--- config.mk ---
export PLATFORM = sky130hd
export DESIGN_NAME = seg7_bcd_display_flat
export DESIGN_NICKNAME = d
export VERILOG_FILES = /design/src/rtl/seg7_bcd_display_pkg.sv /design/src/rtl/seg7_bcd_display_if.sv /design/src/rtl/seg7_bcd_display_bin2bcd_seq.sv /design/src/rtl/seg7_bcd_display.sv /design/src/flat_wrapper.sv
export SDC_FILE = /design/constraint.sdc
export NUM_CORES = 1
export LEC_CHECK = 0
export ABC_AREA = 1
export BUFFER_PORTS_ARGS = -buffer_cell sky130_fd_sc_hd__buf_2
export CAP_MARGIN = 15
export CELL_PAD_IN_SITES_DETAIL_PLACEMENT = 1
export CELL_PAD_IN_SITES_GLOBAL_PLACEMENT = 1
export CORE_ASPECT_RATIO = 0.9
export CORE_MARGIN = 1.5
export CORE_UTILIZATION = 48
export CTS_CLUSTER_SIZE = 12
export DETAILED_ROUTE_END_ITERATION = 8
export PLACE_DENSITY_LB_ADDON = 0.1
export SLEW_MARGIN = 15
export SYNTH_ARGS = -nofsm -noshare
export SYNTH_HDL_FRONTEND = slang
export SYNTH_SLANG_ARGS = --single-unit
export TNS_END_PERCENT = 30
--- constraint.sdc ---
create_clock -name MCLK -period 2.93 [get_ports MCLK]
set_clock_uncertainty 0.05 [all_clocks]
set_input_delay 0.586 -clock MCLK [delete_from_list [all_inputs] [get_ports MCLK]]
set_output_delay 0.586 -clock MCLK [all_outputs]
set_load 0.05 [all_outputs]
--- src/rtl/seg7_bcd_display_pkg.sv ---
// Shared definitions for the 4-digit seven-segment BCD display: conversion FSM
// encoding, segment patterns and small nibble helpers.
package seg7_pkg;

  localparam int unsigned REFRESH_DIV_DEFAULT = 50000;
  localparam int unsigned REFRESH_CNT_W       = 20;

  localparam int BIN_W = 8;
  localparam int BCD_W = 12;
  localparam int AN_W  = 4;
  localparam int SEG_W = 7;

  typedef enum logic [1:0] {
    ST_IDLE  = 2'd0,
    ST_SHIFT = 2'd1,
    ST_DONE  = 2'd2
  } conv_state_e;

  typedef struct packed {
    logic [3:0] hundreds;
    logic [3:0] tens;
    logic [3:0] ones;
  } bcd_digits_t;

  // Cathode patterns {g,f,e,d,c,b,a}, active-low.
  localparam logic [SEG_W-1:0] SEG_0     = 7'b1000000;
  localparam logic [SEG_W-1:0] SEG_1     = 7'b1111001;
  localparam logic [SEG_W-1:0] SEG_2     = 7'b0100100;
  localparam logic [SEG_W-1:0] SEG_3     = 7'b0110000;
  localparam logic [SEG_W-1:0] SEG_4     = 7'b0011001;
  localparam logic [SEG_W-1:0] SEG_5     = 7'b0010010;
  localparam logic [SEG_W-1:0] SEG_6     = 7'b0000010;
  localparam logic [SEG_W-1:0] SEG_7     = 7'b1111000;
  localparam logic [SEG_W-1:0] SEG_8     = 7'b0000000;
  localparam logic [SEG_W-1:0] SEG_9     = 7'b0010000;
  localparam logic [SEG_W-1:0] SEG_BLANK = 7'b1111111;

  function automatic logic [SEG_W-1:0] seg_encode(input logic [3:0] digit);
    case (digit)
      4'd0:    return SEG_0;
      4'd1:    return SEG_1;
      4'd2:    return SEG_2;
      4'd3:    return SEG_3;
      4'd4:    return SEG_4;
      4'd5:    return SEG_5;
      4'd6:    return SEG_6;
      4'd7:    return SEG_7;
      4'd8:    return SEG_8;
      4'd9:    return SEG_9;
      default: return SEG_BLANK;
    endcase
  endfunction

  // Double-dabble correction applied to each BCD nibble before a shift.
  function automatic logic [3:0] dabble_adjust(input logic [3:0] nibble);
    if (nibble >= 4'd5) begin
      return nibble + 4'd3;
    end else begin
      return nibble;
    end
  endfunction

endpackage

--- src/rtl/seg7_bcd_display_if.sv ---
// Load/status/drive bundle between the value source and the display block.
interface seg7_bcd_display_if;
  import seg7_pkg::*;

  logic [BIN_W-1:0] DISP_VALUE;
  logic             DISP_LOAD;
  logic             BUSY;
  logic [AN_W-1:0]  AN;
  logic [SEG_W-1:0] SEG;
  logic             DP;

  modport master (
    output DISP_VALUE,
    output DISP_LOAD,
    input  BUSY,
    input  AN,
    input  SEG,
    input  DP
  );

  modport slave (
    input  DISP_VALUE,
    input  DISP_LOAD,
    output BUSY,
    output AN,
    output SEG,
    output DP
  );

endinterface

--- src/rtl/seg7_bcd_display_bin2bcd_seq.sv ---
// Sequential shift-add-3 binary to BCD converter: 8 SHIFT cycles plus one DONE
// cycle in which bcd is valid; a start seen in DONE chains straight into SHIFT.
module bin2bcd_seq
  import seg7_pkg::*;
(
  input  logic             MCLK,
  input  logic             RESET,
  input  logic             start,
  input  logic [BIN_W-1:0] bin,
  output logic             busy,
  output logic             done,
  output logic [BCD_W-1:0] bcd
);

  conv_state_e      r_state;
  conv_state_e      w_state_nxt;
  logic [BCD_W-1:0] r_scratch;
  logic [BCD_W-1:0] w_scratch_nxt;
  logic [BIN_W-1:0] r_value;
  logic [BIN_W-1:0] w_value_nxt;
  logic [2:0]       r_shift_cnt;
  logic [2:0]       w_shift_cnt_nxt;
  logic [BCD_W-1:0] w_adjusted;

  // State and datapath registers
  always_ff @(posedge MCLK) begin
    if (RESET) begin
      r_state     <= ST_IDLE;
      r_scratch   <= 12'd0;
      r_value     <= 8'd0;
      r_shift_cnt <= 3'd0;
    end else begin
      r_state     <= w_state_nxt;
      r_scratch   <= w_scratch_nxt;
      r_value     <= w_value_nxt;
      r_shift_cnt <= w_shift_cnt_nxt;
    end
  end

  assign w_adjusted = {dabble_adjust(r_scratch[11:8]),
                       dabble_adjust(r_scratch[7:4]),
                       dabble_adjust(r_scratch[3:0])};

  // Next-state and datapath update
  always_comb begin
    w_state_nxt     = r_state;
    w_scratch_nxt   = r_scratch;
    w_value_nxt     = r_value;
    w_shift_cnt_nxt = r_shift_cnt;
    case (r_state)
      ST_IDLE: begin
        if (start) begin
          w_state_nxt     = ST_SHIFT;
          w_scratch_nxt   = 12'd0;
          w_value_nxt     = bin;
          w_shift_cnt_nxt = 3'd0;
        end else begin
          w_state_nxt = ST_IDLE;
        end
      end
      ST_SHIFT: begin
        w_scratch_nxt   = {w_adjusted[10:0], r_value[7]};
        w_value_nxt     = {r_value[6:0], 1'b0};
        w_shift_cnt_nxt = r_shift_cnt + 3'd1;
        if (r_shift_cnt == 3'd7) begin
          w_state_nxt = ST_DONE;
        end else begin
          w_state_nxt = ST_SHIFT;
        end
      end
      ST_DONE: begin
        if (start) begin
          w_state_nxt     = ST_SHIFT;
          w_scratch_nxt   = 12'd0;
          w_value_nxt     = bin;
          w_shift_cnt_nxt = 3'd0;
        end else begin
          w_state_nxt = ST_IDLE;
        end
      end
      default: begin
        w_state_nxt = ST_IDLE;
      end
    endcase
  end

  assign busy = (r_state != ST_IDLE);
  assign done = (r_state == ST_DONE);
  assign bcd  = r_scratch;

endmodule

--- src/rtl/seg7_bcd_display.sv ---
// Four-digit multiplexed seven-segment display of an 8-bit value in decimal,
// with leading-zero blanking and queued loads while a conversion runs.
module seg7_bcd_display
  import seg7_pkg::*;
#(
  parameter int unsigned REFRESH_DIV = REFRESH_DIV_DEFAULT
) (
  input  logic              MCLK,
  input  logic              RESET,
  seg7_bcd_display_if.slave bus
);

  localparam logic [REFRESH_CNT_W-1:0] REFRESH_LAST = REFRESH_CNT_W'(REFRESH_DIV - 1);

  logic                     w_busy;
  logic                     w_done;
  logic                     w_start;
  logic [BIN_W-1:0]         w_start_val;
  logic [BCD_W-1:0]         w_bcd;
  logic                     r_pending;
  logic [BIN_W-1:0]         r_pend_val;
  bcd_digits_t              r_disp;
  logic [REFRESH_CNT_W-1:0] r_refresh_cnt;
  logic                     w_scan_tick;
  logic [1:0]               r_digit_idx;
  logic [3:0]               w_nibble;
  logic                     w_blank;
  logic [AN_W-1:0]          w_an_nxt;
  logic [SEG_W-1:0]         w_seg_nxt;
  logic [AN_W-1:0]          r_an;
  logic [SEG_W-1:0]         r_seg;

  // A load arriving in the DONE cycle bypasses the pending register and
  // chains directly, so BUSY never drops between queued conversions.
  assign w_start     = (~w_busy | w_done) & (bus.DISP_LOAD | r_pending);
  assign w_start_val = bus.DISP_LOAD ? bus.DISP_VALUE : r_pend_val;

  bin2bcd_seq u_bin2bcd (
    .MCLK  (MCLK),
    .RESET (RESET),
    .start (w_start),
    .bin   (w_start_val),
    .busy  (w_busy),
    .done  (w_done),
    .bcd   (w_bcd)
  );

  // Pending load holding register, latest value wins
  always_ff @(posedge MCLK) begin
    if (RESET) begin
      r_pending  <= 1'b0;
      r_pend_val <= 8'd0;
    end else if (w_start) begin
      r_pending  <= 1'b0;
    end else if (bus.DISP_LOAD && w_busy) begin
      r_pending  <= 1'b1;
      r_pend_val <= bus.DISP_VALUE;
    end
  end

  // Display register, written only with a completed conversion
  always_ff @(posedge MCLK) begin
    if (RESET) begin
      r_disp <= '{hundreds: 4'd0, tens: 4'd0, ones: 4'd0};
    end else if (w_done) begin
      r_disp <= bcd_digits_t'(w_bcd);
    end
  end

  assign w_scan_tick = (r_refresh_cnt == REFRESH_LAST);

  // Refresh divider and digit scan index
  always_ff @(posedge MCLK) begin
    if (RESET) begin
      r_refresh_cnt <= 20'd0;
      r_digit_idx   <= 2'd0;
    end else if (w_scan_tick) begin
      r_refresh_cnt <= 20'd0;
      r_digit_idx   <= r_digit_idx + 2'd1;
    end else begin
      r_refresh_cnt <= r_refresh_cnt + 20'd1;
    end
  end

  // Digit selection with leading-zero blanking
  always_comb begin
    w_nibble = 4'd0;
    w_blank  = 1'b1;
    case (r_digit_idx)
      2'd0: begin
        w_nibble = r_disp.ones;
        w_blank  = 1'b0;
      end
      2'd1: begin
        w_nibble = r_disp.tens;
        w_blank  = (r_disp.hundreds == 4'd0) && (r_disp.tens == 4'd0);
      end
      2'd2: begin
        w_nibble = r_disp.hundreds;
        w_blank  = (r_disp.hundreds == 4'd0);
      end
      default: begin
        w_nibble = 4'd0;
        w_blank  = 1'b1;
      end
    endcase
  end

  // Anode/cathode drive for the selected digit
  always_comb begin
    w_an_nxt  = 4'b1111;
    w_seg_nxt = SEG_BLANK;
    if (!w_blank) begin
      w_an_nxt  = ~(4'b0001 << r_digit_idx);
      w_seg_nxt = seg_encode(w_nibble);
    end else begin
      w_an_nxt  = 4'b1111;
      w_seg_nxt = SEG_BLANK;
    end
  end

  // Registered display outputs
  always_ff @(posedge MCLK) begin
    if (RESET) begin
      r_an  <= 4'b1111;
      r_seg <= SEG_BLANK;
    end else begin
      r_an  <= w_an_nxt;
      r_seg <= w_seg_nxt;
    end
  end

  assign bus.BUSY = w_busy;
  assign bus.AN   = r_an;
  assign bus.SEG  = r_seg;
  assign bus.DP   = 1'b1;

endmodule

--- src/flat_wrapper.sv ---
// flat-port wrapper written by rule: the top's interface ports become plain ports
module seg7_bcd_display_flat import seg7_pkg::*;
#(
  parameter int unsigned REFRESH_DIV = REFRESH_DIV_DEFAULT
)
  (MCLK, RESET, bus_DISP_VALUE, bus_DISP_LOAD, bus_BUSY, bus_AN, bus_SEG, bus_DP);
  seg7_bcd_display_if bus_i ();
  input  logic MCLK;
  input  logic RESET;
  input wire logic [$bits(bus_i.DISP_VALUE)-1:0] bus_DISP_VALUE;
  input wire logic [$bits(bus_i.DISP_LOAD)-1:0] bus_DISP_LOAD;
  output wire logic [$bits(bus_i.BUSY)-1:0] bus_BUSY;
  output wire logic [$bits(bus_i.AN)-1:0] bus_AN;
  output wire logic [$bits(bus_i.SEG)-1:0] bus_SEG;
  output wire logic [$bits(bus_i.DP)-1:0] bus_DP;
  assign bus_i.DISP_VALUE = bus_DISP_VALUE;
  assign bus_i.DISP_LOAD = bus_DISP_LOAD;
  assign bus_BUSY = bus_i.BUSY;
  assign bus_AN = bus_i.AN;
  assign bus_SEG = bus_i.SEG;
  assign bus_DP = bus_i.DP;
  seg7_bcd_display #(.REFRESH_DIV(REFRESH_DIV)) u_core (.MCLK(MCLK), .RESET(RESET), .bus(bus_i));
endmodule
==> results.sh, run 1 <==
export IMPL_clk_pin_slew_ns=0.08
export IMPL_dr_first_iter_drc_count=112
export IMPL_drt_wl_total_um=9280
export IMPL_cts_tree="yes"
export IMPL_rsz0062_at_grt="no"
export IMPL_grt_start_max_net_pins=28
export IMPL_insertion_delay_ns=0.35
export IMPL_fmax_ghz=0.461
export IMPL_postCtsSetupBuffers=0
export IMPL_hp_class="register to register"
export IMPL_fillers=1012
export IMPL_grt_use_total_pct=23.3
export IMPL_synth_compound_area_share_pct=13.6
export IMPL_outcome="finished clean"
export IMPL_async_flop_share_pct=0
export IMPL_ctsHoldBuffers=0
export IMPL_yosysUniqueCellTypes=32
export IMPL_synth_ff_type="dfxtp_1"
export IMPL_antenna_found_initial=0
export IMPL_clock_tree_htree_level_count=3
export IMPL_ys_seq_elements=79
export IMPL_gp_congestion=0.853
export IMPL_total_power_mw=2.19
export IMPL_cts_root_buf="clkbuf_8"
export IMPL_cp_slowest_cell="dfxtp_1"
export IMPL_yosys_area_share_simple_pct=28.9
export IMPL_critPathKind="register to register"
export IMPL_grt_first_pass_wirelength_um=16200
export IMPL_grt_pass1_vias=3560
export IMPL_synth_top_area_share_pct=40.7
export IMPL_syn_area_um2=3890
export IMPL_crit_fanout=6
export IMPL_start_util_pct=50.6
export IMPL_cts_buffer_depth=2
export IMPL_die_h_um=88.4
export IMPL_synth_top_family_by_area="simple AND/OR/NAND/NOR gates"
export IMPL_synth_common_cells="nand2_1, dfxtp_1, nor2_1, inv_1, a21oi_1"
export IMPL_dpl_cell_count=642
export IMPL_final_core_util_pct=55.2
export IMPL_p_leak_nw=1.69
export IMPL_grt_remaining_overflow=0
export IMPL_start_kind="register"
export IMPL_vdd_drop_max_uv=260
export IMPL_slew_violations=0
export IMPL_synth_area_top_cells="dfxtp_1, nand2_1, a21oi_1"
export IMPL_synthMuxAreaShare_pct=0
export IMPL_seq_area_frac_synth_pct=40.7
export IMPL_synth_area_per_cell_um2=7.22
export IMPL_tns_ns=0
export IMPL_end_kind="register"
export IMPL_path_buf_inv=2
export IMPL_synth_fp_nets=569
export IMPL_yosys_warnings=0
export IMPL_critPathArrivalTime_ns=2.34
export IMPL_cp_cell_sequence="inv_1 > ha_1 > nand2_1 > nand3_1 > nand2_1 > inv_1 > ha_1 > or2_2 > nand3_1 > nand2_1"
export IMPL_reg2reg_setup_slack_ns=0.76
export IMPL_antenna_violating_nets_post_route=0
export IMPL_synth_edf_count=0
export IMPL_final_hold_violation_count=0
export IMPL_ctsResizeCount=0
export IMPL_cpMostUsedCell="nand2_1"
export IMPL_maxCapViolCount=0
export IMPL_vias=3473
export IMPL_die_width_um=97.9
export IMPL_stdcell_count=658
export IMPL_routedWlPerCell_um=14.1
export IMPL_tightest_slew_ns=0.806
export IMPL_synth_most_common_cell="nand2_1"
export IMPL_io_buffers=22
export IMPL_antennaDiodeCount=0
export IMPL_critPathMaxStageDelay_ns=0.42
export IMPL_finalCriticalPeriod_ns=2.17
export IMPL_drive_gt1_share_pct=10.7
export IMPL_synthCells=539
export IMPL_crit_family="simple AND/OR/NAND/NOR gates"
export IMPL_die_area_um2=8650
export IMPL_dp_hpwl_um=6690
export IMPL_yosys_area_top_type="dfxtp_1"
export IMPL_rows=30
export IMPL_drc=0
export IMPL_core_area_um2=7690
export IMPL_synth_xor_area_share_pct=2.25
export IMPL_cts_sinks=79
export IMPL_p_per_area_nw_per_um2=516
export IMPL_io_pins=24
export IMPL_crit_required_ns=3.10
export IMPL_numCtsBuffers=9
export IMPL_final_period_utilization_pct=74.1
export IMPL_synthAdderAreaFrac_pct=6.11
export IMPL_nNetsFinal=587
export IMPL_setup_viol_count_final=0
export IMPL_routed_via_density=5.28
export IMPL_area_delta_synth_final_pct=9.23
export IMPL_first_pass_iters=4
export IMPL_slew_headroom_pct=46.1
==> final timing paths <==
check,to,depth (start not counted),start
worst min-delay path,u_core.r_pend_val[6],2,u_core.r_pend_val[6]
worst max-delay path,u_core.bus.SEG[3],10,u_core.r_digit_idx[0]
worst min register to register,u_core.r_pend_val[6],2,u_core.r_pend_val[6]
worst max register to register,u_core.bus.SEG[3],10,u_core.r_digit_idx[0]
==> layout by cell type, fill, tap and decap left out, drive strengths merged <==
cell type,synthesis,layout
nand4,7,7
nand3b,1,1
o21ai,38,38
dfxtp,79,79
xnor2,4,4
nand3,32,32
nor3,1,1
clkbuf,5,13
bufinv,0,2
or2,1,1
clkinv,0,1
a21oi,49,49
inv,59,59
o211ai,11,11
a211oi,1,1
ha,19,19
nor3b,1,1
xor2,6,6
nor2,72,72
conb,1,1
and2,1,1
nand2,140,140
buf,11,23
==> final cells by class <==
cell class              instances  area [µm²]  share of cell area [%]
clock buffers                  13         159                    3.74
clock inverters                 3        65.1                    1.53
inverters                      59         224                    5.27
multi-input cells             385        1980                    46.6
flip-flops and latches         79        1580                    37.2
well taps                      96         120                    2.83
repair buffers                 23         118                    2.77
==> stage by stage <==
stage,cell area (µm²),worst slack [ns],hold WS [ns]
global placement,4030,0.895,0.382
floorplan,3890,1.02,0.374
global route,4250,0.585,0.441
finish,4250,0.760,0.401
detailed placement,4030,0.771,0.393
CTS,4250,0.723,0.404
==> power by group <==
group / leakage [nW] / internal [mW] / switching (mW)
clock network: 0.114 / 0.526 / 0.377
logic: 0.936 / 0.0445 / 0.120
registers: 0.643 / 1.10 / 0.0179
total: 1.69 / 1.67 / 0.516
==> registers in the layout (all words and copies together), names as in the netlist, 2 cells and up <==
| signal | count |
|---|---|
| u_core.r_disp | 12 |
| u_core.u_bin2bcd.r_shift_cnt | 3 |
| u_core.u_bin2bcd.r_value | 8 |
| u_core.r_refresh_cnt | 20 |
| u_core.u_bin2bcd.r_state | 2 |
| u_core.bus.SEG | 7 |
| u_core.r_pend_val | 8 |
| u_core.bus.AN | 4 |
| u_core.r_digit_idx | 2 |
| u_core.u_bin2bcd.bcd | 12 |
==> worst reg2reg max path, delay by kind of cell, from the launching register on <==
| family | cells | cell delay (ns) |
|---|---|---|
| simple gates | 6 | 0.77 |
| buf+inv | 2 | 0.21 |
| fa+ha+maj | 2 | 0.59 |
| flops | 1 | 0.42 |
==> logic make-up (layout without fill, tap and decap cells) <==
family / after synthesis / in the layout
buf+inv: 75 / 98
compound gates: 99 / 99
xor+xnor: 10 / 10
flops: 79 / 79
fa+ha+maj: 19 / 19
other cells: 1 / 1
simple gates: 256 / 256
==> routing by layer <==
layer | track usage, % | vias to the layer above | wire [µm]
met5 | 0 | - | 0
met4 | 5.97 | 0 | 65
met3 | 5.45 | 10 | 296
met2 | 41.8 | 53 | 4520
met1 | 28.4 | 1652 | 4400
li1 | - | 1758 | -
No activity file was read; power rests on OpenSTA's default activity.
==> inputs of run 2 (changes only) <==
--- a/config.mk
+++ b/config.mk
@@ -12,7 +12,7 @@
 export CELL_PAD_IN_SITES_GLOBAL_PLACEMENT = 1
 export CORE_ASPECT_RATIO = 0.9
 export CORE_MARGIN = 1.5
-export CORE_UTILIZATION = 48
+export CORE_UTILIZATION = 44
 export CTS_CLUSTER_SIZE = 12
 export DETAILED_ROUTE_END_ITERATION = 8
 export PLACE_DENSITY_LB_ADDON = 0.1
==> constraint.sdc (replaced) <==
create_clock -name MCLK -period 2.1 [get_ports MCLK]
set_clock_uncertainty 0.05 [all_clocks]
set_input_delay 0.42 -clock MCLK [delete_from_list [all_inputs] [get_ports MCLK]]
set_output_delay 0.42 -clock MCLK [all_outputs]
set_load 0.05 [all_outputs]
==> results.sh, run 2 (synthesized netlist as in run 1, its figures left out) <==
export IMPL_first_pass_iters=4
export IMPL_vdd_drop_max_uv=355
export IMPL_outcome="finished clean"
export IMPL_grt_start_max_net_pins=28
export IMPL_largest_register="u_core.r_refresh_cnt"
export IMPL_nNetsFinal=592
export IMPL_setup_viol_count_final=0
export IMPL_stdcell_count=686
export IMPL_total_power_mw=2.83
export IMPL_dpl_cell_count=670
export IMPL_grt_use_total_pct=21.5
export IMPL_clock_tree_htree_level_count=3
export IMPL_critPathKind="register to register"
export IMPL_finalWorstSetupSlack_ns=0.148
export IMPL_final_hold_violation_count=0
export IMPL_hp_start="bus_DISP_VALUE[2]"
export IMPL_maxCapViolCount=0
export IMPL_ctsHoldBuffers=0
export IMPL_area_delta_synth_final_pct=9.78
export IMPL_antenna_found_initial=0
export IMPL_layout_common_cells="nand2_1, dfxtp_1, nor2_1"
export IMPL_antenna_violating_nets_post_route=0
export IMPL_gp_congestion=0.767
export IMPL_crit_required_ns=2.28
export IMPL_whs_endpoint="u_core.r_pend_val[2]"
export IMPL_hp_class="input port to register"
export IMPL_clk_pin_slew_ns=0.08
export IMPL_cts_sinks=79
export IMPL_p_leak_nw=1.68
export IMPL_critPathArrivalTime_ns=2.13
export IMPL_rows=32
export IMPL_rr_worst_depth=10
export IMPL_largest_reg_flops=20
export IMPL_postCtsSetupBuffers=0
export IMPL_reg2reg_setup_slack_ns=0.15
export IMPL_start_util_pct=45.4
export IMPL_r2r_start="u_core.r_digit_idx[0]"
export IMPL_grt_first_pass_wirelength_um=16000
export IMPL_drc=0
export IMPL_insertion_delay_ns=0.36
export IMPL_rr_endpoint="u_core.bus.SEG[3]"
export IMPL_dp_hpwl_um=6810
export IMPL_crit_fanout=6
export IMPL_die_width_um=102
export IMPL_critPathMaxStageDelay_ns=0.38
export IMPL_fmax_ghz=0.512
export IMPL_die_h_um=92.2
export IMPL_holdPathStages=3
export IMPL_antennaDiodeCount=0
export IMPL_final_common_cell="nand2_1"
export IMPL_core_area_um2=8570
export IMPL_final_core_util_pct=49.8
export IMPL_dr_first_iter_drc_count=77
export IMPL_routed_via_density=5.05
export IMPL_cp_cell_sequence="inv_1 > ha_1 > nand2_1 > nand3_1 > nand2_1 > inv_1 > ha_1 > or2_2 > nand3_1 > nand2_1"
export IMPL_ctsResizeCount=0
export IMPL_die_area_um2=9410
export IMPL_grt_remaining_overflow=0
export IMPL_pre_cts_ws_ns=0.0734
export IMPL_slew_headroom_pct=61.7
export IMPL_tightest_slew_ns=0.573
export IMPL_p_per_area_nw_per_um2=663
export IMPL_cts_buffer_depth=2
export IMPL_slew_violations=0
export IMPL_io_pins=24
export IMPL_cpMostUsedCell="nand2_1"
export IMPL_finalCriticalPeriod_ns=1.95
export IMPL_io_buffers=22
export IMPL_cp_slowest_cell="dfxtp_2"
export IMPL_grt_pass1_vias=3513
export IMPL_cts_root_buf="clkbuf_8"
export IMPL_vias=3462
export IMPL_final_period_utilization_pct=93.0
export IMPL_numCtsBuffers=9
export IMPL_cts_tree="yes"
export IMPL_tns_ns=0
export IMPL_drive_gt1_share_pct=11.8
export IMPL_end_kind="register"
export IMPL_drt_wl_total_um=9120
export IMPL_start_kind="register"
export IMPL_rsz0062_at_grt="no"
export IMPL_routedWlPerCell_um=13.3
-- run 2: cell count changes in the layout (fill, tap and decap cells not counted), sizes merged --
| cell | delta |
|---|---|
| clkbuf | -1 |
| clkinvlp | +3 |
| bufinv | -2 |
| buf | +5 |
-- run 2: metrics by stage --
stage	cell area, µm²	hold slack [ns]
after floorplan	3890	0.374
after global placement	4090	0.382
after detailed placement	4090	0.391
after CTS	4270	0.294
after global routing	4270	0.305
final	4270	0.300
-- run 2: worst max-delay path, delay by kind of cell, from the launching register on --
family | cells | cell delay, ns
simple gates | 6 | 0.69
flops | 1 | 0.38
fa+ha+maj | 2 | 0.56
buf+inv | 2 | 0.15
-- run 2: area by class of cell --
| class | count | area [µm²] |
|---|---|---|
| clock buffer | 12 | 145 |
| clock inverter | 4 | 31.3 |
| fill | 1145 | 4300 |
| inverter | 59 | 224 |
| multi-input combinational | 385 | 1980 |
| sequential | 79 | 1580 |
| tap | 119 | 149 |
| timing repair buffer | 28 | 155 |
-- run 2: routing by layer --
layer / track usage, % / vias up / part of all wire (%)
met5: 0 / - / 0
met3: 5.79 / 11 / 2.8
met4: 6.05 / 0 / 1.4
met2: 35.2 / 37 / 47
li1: - / 1771 / -
met1: 27.7 / 1643 / 49
-- run 2: how the worst max path moves through the flow --
stage / startpoint / to / slack, ns / depth (start not counted)
5_1_grt: u_core.r_digit_idx[1] / u_core.bus.SEG[3] / 0.005 / 10
3_5_place_dp: u_core.r_digit_idx[0] / u_core.bus.SEG[3] / 0.07 / 10
4_1_cts: u_core.r_digit_idx[0] / u_core.bus.SEG[3] / 0.04 / 10
2_1_floorplan: u_core.r_digit_idx[0] / u_core.bus.SEG[3] / 0.19 / 10
6_report: u_core.r_digit_idx[0] / u_core.bus.SEG[3] / 0.15 / 10
3_3_place_gp: u_core.r_digit_idx[0] / u_core.bus.SEG[3] / 0.18 / 10
-- run 2: power by group --
part / switching, mW / internal, mW / leakage [nW]
Sequential: 0.0254 / 1.54 / 0.644
Clock: 0.568 / 0.464 / 0.0788
Combinational: 0.167 / 0.0671 / 0.961
==> inputs of run 3 (changes only) <==
--- a/config.mk
+++ b/config.mk
@@ -7,11 +7,10 @@
 export LEC_CHECK = 0
 export ABC_AREA = 1
 export BUFFER_PORTS_ARGS = -buffer_cell sky130_fd_sc_hd__buf_2
-export CAP_MARGIN = 15
+export CAP_MARGIN = 20
 export CELL_PAD_IN_SITES_DETAIL_PLACEMENT = 1
 export CELL_PAD_IN_SITES_GLOBAL_PLACEMENT = 1
 export CORE_ASPECT_RATIO = 0.9
-export CORE_MARGIN = 1.5
 export CORE_UTILIZATION = 44
 export CTS_CLUSTER_SIZE = 12
 export DETAILED_ROUTE_END_ITERATION = 8
==> results.sh, run 3 (synthesized netlist as in run 1, its figures left out) <==
export IMPL_routedWlPerCell_um=13.3
export IMPL_cts_tree="yes"
export IMPL_antenna_violating_nets_post_route=0
export IMPL_final_common_cell="nand2_1"
export IMPL_finalInstanceArea_um2=4300
export IMPL_critPathArrivalTime_ns=1.52
export IMPL_hp_class="input port to register"
export IMPL_layout_common_cells="nand2_1, dfxtp_1, nor2_1"
export IMPL_slew_headroom_pct=63.0
export IMPL_io_pins=24
export IMPL_die_area_um2=9220
export IMPL_slew_violations=0
export IMPL_largest_reg_flops=20
export IMPL_dr_first_iter_drc_count=108
export IMPL_gp_congestion=0.762
export IMPL_total_power_mw=2.94
export IMPL_final_period_utilization_pct=94.6
export IMPL_core_area_um2=8570
export IMPL_tns_ns=0
export IMPL_die_width_um=101
export IMPL_critPathKind="register to primary output"
export IMPL_ctsHoldBuffers=0
export IMPL_crit_required_ns=1.63
export IMPL_vias=3439
export IMPL_vdd_drop_max_uv=319
export IMPL_first_pass_iters=4
export IMPL_insertion_delay_ns=0.34
export IMPL_crit_fanout=9
export IMPL_fillers=1161
export IMPL_rows=32
export IMPL_reg2reg_setup_slack_ns=0.16
export IMPL_hold_slack_ns=0.321
export IMPL_p_leak_nw=1.70
export IMPL_setup_viol_count_final=0
export IMPL_postCtsSetupBuffers=0
export IMPL_maxCapViolCount=0
export IMPL_cts_sinks=79
export IMPL_end_kind="primary output"
export IMPL_stdcell_count=685
export IMPL_antenna_found_initial=0
export IMPL_dpl_cell_count=670
export IMPL_outcome="finished clean"
export IMPL_dp_hpwl_um=6750
export IMPL_numCtsBuffers=9
export IMPL_drc=0
export IMPL_grt_use_total_pct=21.6
export IMPL_grt_start_max_net_pins=28
export IMPL_place_area_um2=4090
export IMPL_multiInputGateArea_um2=1990
export IMPL_antennaDiodeCount=0
export IMPL_final_hold_violation_count=0
export IMPL_routed_via_density=5.02
export IMPL_cts_buffer_depth=2
export IMPL_area_delta_synth_final_pct=10.5
export IMPL_p_per_area_nw_per_um2=685
export IMPL_fmax_ghz=0.503
export IMPL_die_h_um=91.2
export IMPL_drive_gt1_share_pct=12.2
export IMPL_seq_area_um2=1580
export IMPL_nNetsFinal=592
export IMPL_drt_wl_total_um=9090
export IMPL_clock_tree_htree_level_count=3
export IMPL_tightest_slew_ns=0.554
export IMPL_grt_remaining_overflow=0
export IMPL_cts_root_buf="clkbuf_8"
export IMPL_io_buffers=22
export IMPL_finalCriticalPeriod_ns=1.99
export IMPL_largest_register="u_core.r_refresh_cnt"
export IMPL_clk_pin_slew_ns=0.08
export IMPL_start_kind="register"
export IMPL_rsz0062_at_grt="no"
export IMPL_start_util_pct=45.4
export IMPL_grt_pass1_vias=3450
export IMPL_grt_first_pass_wirelength_um=15800
run 3: critical path: stages (launching register included):
cell,delay (ns)
dfxtp_1,0.55
inv_1,0.22
nand2_1,0.14
buf_2,0.27
run 3: cell type report:
class | instances | share of cell area (%)
tap | 119 | 3.47
sequential | 79 | 36.9
clock inverter | 3 | 0.990
timing repair buffer | 28 | 3.61
inverter | 59 | 5.21
clock buffer | 12 | 3.61
multi-input combinational | 385 | 46.2
run 3: worst paths after layout:
check | cells past startpoint | to | startpoint
max | 3 | bus_BUSY | u_core.u_bin2bcd.r_state[0]
min | 3 | u_core.r_pend_val[6] | bus_DISP_VALUE[6]
max reg2reg | 10 | u_core.bus.SEG[3] | u_core.r_digit_idx[0]
min reg2reg | 2 | u_core.r_pend_val[6] | u_core.r_pend_val[6]
run 3: layer usage:
layer	share of wire (%)	track usage [%]	wire, µm
met1	49	28.6	4490
met3	2.7	5.77	250
met5	0	0	0
met2	46	34.4	4200
met4	1.6	5.92	147
run 3: what timing repair did:
item,CTS,global route
setup endpoints to repair,0,1
gates resized for setup,0,4
hold endpoints to repair,0,0
run 3: through the flow:
step | setup slack, ns | utilization [%]
final | 0.113 | 50.1
after global routing | 0.00321 | 50.1
after CTS | 0.0210 | 50.1
after detailed placement | 0.0575 | 47.8
after global placement | 0.182 | 47.8
after floorplan | 0.187 | -
run 3: power breakdown:
part | internal, mW | switching (mW) | leakage [nW]
Sequential | 1.54 | 0.0251 | 0.644
Clock | 0.607 | 0.538 | 0.0985
Combinational | 0.0670 | 0.166 | 0.958
